## src/rtl/sine_diff_gen.sv

```systemverilog
// sine_diff_gen: full-wave sine sample generator driven by a quarter-wave difference table.
//
// The generator rebuilds the sine by walking an external combinational difference ROM
// and accumulating its entries into an unsigned magnitude. The magnitude is then
// presented as a signed sample through a valid/ready handshake. The phase advances by a
// programmable number of positions per sample.
//
// Ports:
//   clk           clock (single domain)
//   rst           synchronous reset, active-high
//   en            enable; starts or resumes sample generation
//   restart       synchronous phase clear to position 0
//   step          phase positions per output sample (0 is treated as 1)
//   rom_adrs      difference ROM address, decoded from the current phase
//   rom_diff      difference ROM data (same-cycle)
//   sample        signed two's-complement sine sample
//   sample_valid  sample is valid
//   sample_ready  downstream accepts the sample
//   quadrant      quadrant of the phase position of the presented sample
module sine_diff_gen #(
  parameter int unsigned ADDR_W = 9,
  parameter int unsigned DIFF_W = 16,
  parameter int unsigned MAG_W  = 16
) (
  input  logic              clk,
  input  logic              rst,
  input  logic              en,
  input  logic              restart,
  input  logic [ADDR_W+1:0] step,
  output logic [ADDR_W-1:0] rom_adrs,
  input  logic [DIFF_W-1:0] rom_diff,
  output logic [MAG_W:0]    sample,
  output logic              sample_valid,
  input  logic              sample_ready,
  output logic [1:0]        quadrant
);

  // Phase position is {quadrant, index}; it wraps modulo 4N through natural overflow.
  localparam int unsigned POS_W = ADDR_W + 2;
  localparam logic [POS_W-1:0] POS_ONE = POS_W'(1);
  localparam logic [MAG_W:0]   SMP_ONE = (MAG_W + 1)'(1);

  typedef enum logic [1:0] {
    StIdle,
    StOut,
    StWalk
  } state_e;

  state_e             state;
  logic [POS_W-1:0]   pos;
  logic [POS_W-1:0]   cnt;
  logic [MAG_W-1:0]   mag;

  logic [1:0]         pos_q;
  logic [ADDR_W-1:0]  pos_i;
  logic [MAG_W-1:0]   diff_ext;
  logic [POS_W-1:0]   pos_adv;
  logic [1:0]         q_adv;
  logic [MAG_W-1:0]   mag_adv;
  logic [MAG_W:0]     mag_ext;
  logic [MAG_W:0]     sample_adv;
  logic [POS_W-1:0]   step_eff;

  assign pos_q = pos[POS_W-1 -: 2];
  assign pos_i = pos[ADDR_W-1:0];

  // Odd quadrants walk the table backwards: N-1-i is the bitwise complement of i.
  assign rom_adrs = pos_q[0] ? ~pos_i : pos_i;

  // Fit the ROM word to the accumulator width; any excess ROM bits are dropped.
  if (DIFF_W >= MAG_W) begin : g_diff_trunc
    assign diff_ext = rom_diff[MAG_W-1:0];
  end else begin : g_diff_pad
    assign diff_ext = {{(MAG_W - DIFF_W){1'b0}}, rom_diff};
  end

  // One advance: rising quadrants add the increment, falling quadrants subtract it.
  always_comb begin
    pos_adv    = pos + POS_ONE;
    q_adv      = pos_adv[POS_W-1 -: 2];
    mag_adv    = pos_q[0] ? (mag - diff_ext) : (mag + diff_ext);
    mag_ext    = {1'b0, mag_adv};
    // The negative half-wave (quadrants 2 and 3) presents the negated magnitude.
    sample_adv = q_adv[1] ? (~mag_ext + SMP_ONE) : mag_ext;
    step_eff   = (step == '0) ? POS_ONE : step;
  end

  always_ff @(posedge clk) begin
    if (rst) begin
      state        <= StIdle;
      pos          <= '0;
      cnt          <= '0;
      mag          <= '0;
      sample       <= '0;
      quadrant     <= '0;
      sample_valid <= 1'b0;
    end else if (restart) begin
      // Abandons any walk in progress; partial accumulation is discarded.
      state        <= StIdle;
      pos          <= '0;
      cnt          <= '0;
      mag          <= '0;
      sample       <= '0;
      quadrant     <= '0;
      sample_valid <= 1'b0;
    end else begin
      unique case (state)
        StIdle: begin
          // The sample register already holds the value at the current phase.
          if (en) begin
            state        <= StOut;
            sample_valid <= 1'b1;
          end
        end
        StOut: begin
          if (sample_ready) begin
            cnt          <= step_eff;
            sample_valid <= 1'b0;
            state        <= StWalk;
          end else if (!en) begin
            // Sample stays in the register and is re-presented on re-enable.
            sample_valid <= 1'b0;
            state        <= StIdle;
          end
        end
        StWalk: begin
          // en is deliberately ignored until the walk completes.
          pos <= pos_adv;
          mag <= mag_adv;
          cnt <= cnt - POS_ONE;
          if (cnt == POS_ONE) begin
            sample       <= sample_adv;
            quadrant     <= q_adv;
            sample_valid <= 1'b1;
            state        <= StOut;
          end
        end
        default: begin
          state        <= StIdle;
          sample_valid <= 1'b0;
        end
      endcase
    end
  end

endmodule
```

## config.mk

```make
export PLATFORM = sky130hd
export DESIGN_NAME = sine_diff_gen
export DESIGN_NICKNAME = d
export VERILOG_FILES = /design/src/rtl/sine_diff_gen.sv
export SDC_FILE = /design/constraint.sdc
export NUM_CORES = 1
export LEC_CHECK = 0
export ABC_CLOCK_PERIOD_IN_PS = 6270
export BUFFER_PORTS_ARGS = -buffer_cell sky130_fd_sc_hd__buf_4
export CORE_MARGIN = 2
export CORE_UTILIZATION = 50
export CTS_CLUSTER_DIAMETER = 120
export DETAILED_ROUTE_END_ITERATION = 10
export PLACE_DENSITY = 0.7
export SETUP_SLACK_MARGIN = 0.2
export SYNTH_ARGS = -nofsm -noshare
export SYNTH_HDL_FRONTEND = slang
export SYNTH_SLANG_ARGS = --single-unit
```

## constraint.sdc

```tcl
create_clock -name clk -period 6.27 [get_ports clk]
set_clock_uncertainty 0.2 [all_clocks]
set_input_delay 0 -clock clk [delete_from_list [all_inputs] [get_ports clk]]
set_output_delay 0 -clock clk [all_outputs]
set_load 0.02 [all_outputs]
```

==> flow_summary.ini <==
[timing]
min_period_over_period_pct = 66.3
setup_violations = 0
rsz0062_at_grt = no
hold_violations = 0
fin_tns_setup_ns = 0
fmax_mhz = 241
period_needed_ns = 4.16
slew_viol_final = 0
relSlewSlack_pct = 28.5
tightest_slew_ns = 1.07

[synth]
syn-num-nets = 552
async_flop_share_pct = 0
synth_cells = 498
synth_seq_area_share_pct = 29.5
ys_ff_latch = 59
synth_cell_types = 68
syn-cell-area_um2 = 4010
synth-edff-count = 0
synth-main-ff-cell = dfxtp_1
ys.warnings.count = 0
syn_avg_cell_area_um2 = 8.05

[clock_network]
cts_setup_buffers = 0
insertion_delay_ns = 0.34
clk_pin_slew_ns = 0.06
cts_buffers = 9
cts_resized = 0
cts_tree = done
htreeDepth = 3
root_buffer = clkbuf_8
holdBufCountCts = 16
cts.sink_count = 59
cts_buffer_depth = 2

[worst_setup_path]
critPathKind = in -> reg
crit_path_max_incr_delay_ns = 0.57
cp_slowest_cell = nor4_1
path_max_fanout = 7
reg2reg_slack_ns = 2.55
cp.arrival_ns = 4.19
cp_cell_sequence = dlygate4sd3_1 -> buf_4 -> inv_1 -> ha_1 -> nand2_1 -> nor4_1 -> a21oi_1 -> xnor2_1 -> ha_1 -> and3_2 -> o211ai_1 -> a21o_2 -> xnor2_1 -> nor4b_4 -> a31oi_1 -> xnor2_1 -> a211oi_1
rr_worst_depth = 12
r2r_end = sample[14]$_SDFFE_PP0P_
critPathRequiredTime_ns = 6.31
rr_startpoint = pos[9]$_SDFFE_PP0P_
cpMostUsedCell = xnor2_1
critPathCaptureType = register
start_kind = input port

[worst_hold_path]
hold_start = step[7]
holdPathStages = 4
hold_class = in -> reg
min_to = cnt[0]$_SDFFE_PP0P_

[drt]
routedLengthMet1_um = 4630
drt-wirelength-per-cell_um = 13.7
route.met2.wl_um = 3970
firstDrtPassIters = 5
route.top_layer_used = met4
vias_per_cell = 5.63
met3_length_um = 515
postRouteAntennaNets = 0
first_iter_violations = 154
drc = 0
wl_um = 9210
vias = 3786

[final_layout]
drive_gt1_share_pct = 17.5
finish.utilization_pct = 62.3
fillCellCount = 689
insertedDiodeCount = 0
area_delta_synth_final_pct = 20.7
nets = 619

[die]
die_x_um = 93.5
num_io_pins = 61
coreArea_um2 = 7770
num_rows = 32
die-area_um2 = 8750
dieHeight_um = 93.5
initial_core_util_pct = 51.6

[place]
io_buffers = 60
dp_hpwl_um = 6770
routabilityCongestion = 0.844

[grt]
grt_start_max_net_pins = 57
grt.overflow.total = 0
first_global_vias = 3309
grt_pass1_wl_um = 15500
antenna_found_initial = 0
grt_usage_pct = 21.8

[power_and_ir_drop]
powerDensity_nw_per_um2 = 175
vdd_drop_max_mv = 0.101
power.leakage_uw = 0.00195

[run_status]
outcome = finished clean

[flow_run]
maxCapViolCount = 0
## metrics by stage
stage / area, µm² / power [µW] / cells / hold slack (ns) / setup slack [ns]
after CTS: 4840 / 851 / 672 / 0.0636 / 2.11
final: 4840 / 845 / 672 / 0.0833 / 2.11
after detailed placement: 4490 / 505 / 640 / 0.0739 / 2.32
after floorplan: 4010 / 469 / 498 / -0.0453 / 2.66
after global routing: 4840 / 879 / 672 / 0.120 / 1.82
after global placement: 4490 / 503 / 640 / 0.0624 / 2.46
## per-layer routing
metal | up-vias | global-route usage, %
met3 | 9 | 2.90
li1 | 1930 | -
met5 | - | 0
met4 | 0 | 6.88
met2 | 109 | 32.2
met1 | 1738 | 32.8
## layout by cell type (no fill, tap or decap), drive strengths merged, types with 9 or more instances in the layout
cell         Yosys  final
xnor2           26     26
nor3            20     20
dfxtp           59     59
inv             16     16
xor2            25     25
and3             9      9
o21ai           17     17
nand2           42     42
nand3           13     13
dlygate4sd3      0     16
nor2            77     77
a211oi          24     24
a21oi           39     39
clkbuf          15     11
buf              8     63
ha              21     21
## power breakdown
part | internal (µW) | switching [µW] | total (µW) | leakage (µW)
Sequential | 377 | 1.86 | 378 | 0.000475
Combinational | 56.8 | 71.1 | 128 | 0.00138
Clock | 183 | 156 | 338 | 0.0000971
## area by class of cell
type	instances	area (µm²)	area share (%)
multi-input cells	400	2650	54.8
flip-flops and latches	59	1180	24.4
repair buffers	79	633	13.1
clock buffers	11	131	2.72
well taps	102	128	2.64
inverters	16	60.1	1.24
clock inverters	5	53.8	1.11
## cells in the mapped netlist (2+ instances only)
| master | n | area (µm²) |
|---|---|---|
| xor2_1 | 25 | 219 |
| a31oi_1 | 8 | 50.1 |
| nor3_1 | 18 | 90.1 |
| mux2i_1 | 2 | 20.0 |
| or3_4 | 2 | 22.5 |
| buf_1 | 3 | 11.3 |
| nor2_1 | 77 | 289 |
| a21o_1 | 3 | 22.5 |
| nand4_1 | 2 | 12.5 |
| nor4b_1 | 2 | 17.5 |
| a2111oi_0 | 2 | 17.5 |
| nand3_1 | 13 | 65.1 |
| dfxtp_1 | 59 | 1180 |
| or3_1 | 5 | 31.3 |
| clkbuf_1 | 15 | 56.3 |
| buf_6 | 4 | 45.0 |
| o2111a_1 | 2 | 22.5 |
| or2_2 | 2 | 12.5 |
| and3_1 | 8 | 50.1 |
| a21oi_1 | 38 | 190 |
| ha_1 | 21 | 263 |
| nor3b_1 | 3 | 22.5 |
| a211o_1 | 3 | 26.3 |
| inv_1 | 16 | 60.1 |
| nand3b_1 | 3 | 22.5 |
| a211oi_1 | 23 | 173 |
| a222oi_1 | 2 | 20.0 |
| nor2b_1 | 2 | 12.5 |
| a311oi_1 | 3 | 26.3 |
| a221oi_1 | 3 | 26.3 |
| nand2b_1 | 2 | 12.5 |
| xnor2_1 | 26 | 228 |
| nor3_4 | 2 | 32.5 |
| nor4_1 | 8 | 50.1 |
| o21ai_0 | 16 | 80.1 |
| nand2_1 | 42 | 158 |
| o2111ai_1 | 2 | 17.5 |
## kinds of logic after synthesis
family                   after synthesis  synth area share (%)
AO/OA/AOI/OAI                        123                  21.9
XOR/XNOR                              51                  11.1
adder cells (fa/ha/maj)               22                  7.05
buffers and inverters                 39                  4.49
flip-flops                            59                  29.5
multiplexers                           3                 0.780
AND/OR/NAND/NOR                      201                  25.1
## flip-flops by register name, indices dropped and copies added (netlist names)
name      count
quadrant      2
cnt          11
sample       17
state         2
pos          11
mag          16
## worst max-delay path by stage
stage	start	end	depth (start not counted)
6_report	rom_diff[0]	sample[14]$_SDFFE_PP0P_	17
5_1_grt	rom_diff[0]	sample[14]$_SDFFE_PP0P_	16
4_1_cts	rom_diff[0]	sample[14]$_SDFFE_PP0P_	17
3_5_place_dp	rom_diff[3]	sample[14]$_SDFFE_PP0P_	15
3_3_place_gp	rom_diff[3]	sample[15]$_SDFFE_PP0P_	16
2_1_floorplan	pos[9]$_SDFFE_PP0P_	sample[15]$_SDFFE_PP0P_	15
## critical path, delay by kind of cell
family,cells,cell delay [ns]
AO/OA/AOI/OAI,5,0.97
XOR/XNOR,3,0.58
AND/OR/NAND/NOR,4,1.27
buffers and inverters,3,0.76
adder cells (fa/ha/maj),2,0.59
Note: power is estimated with default switching activity, not from simulation.
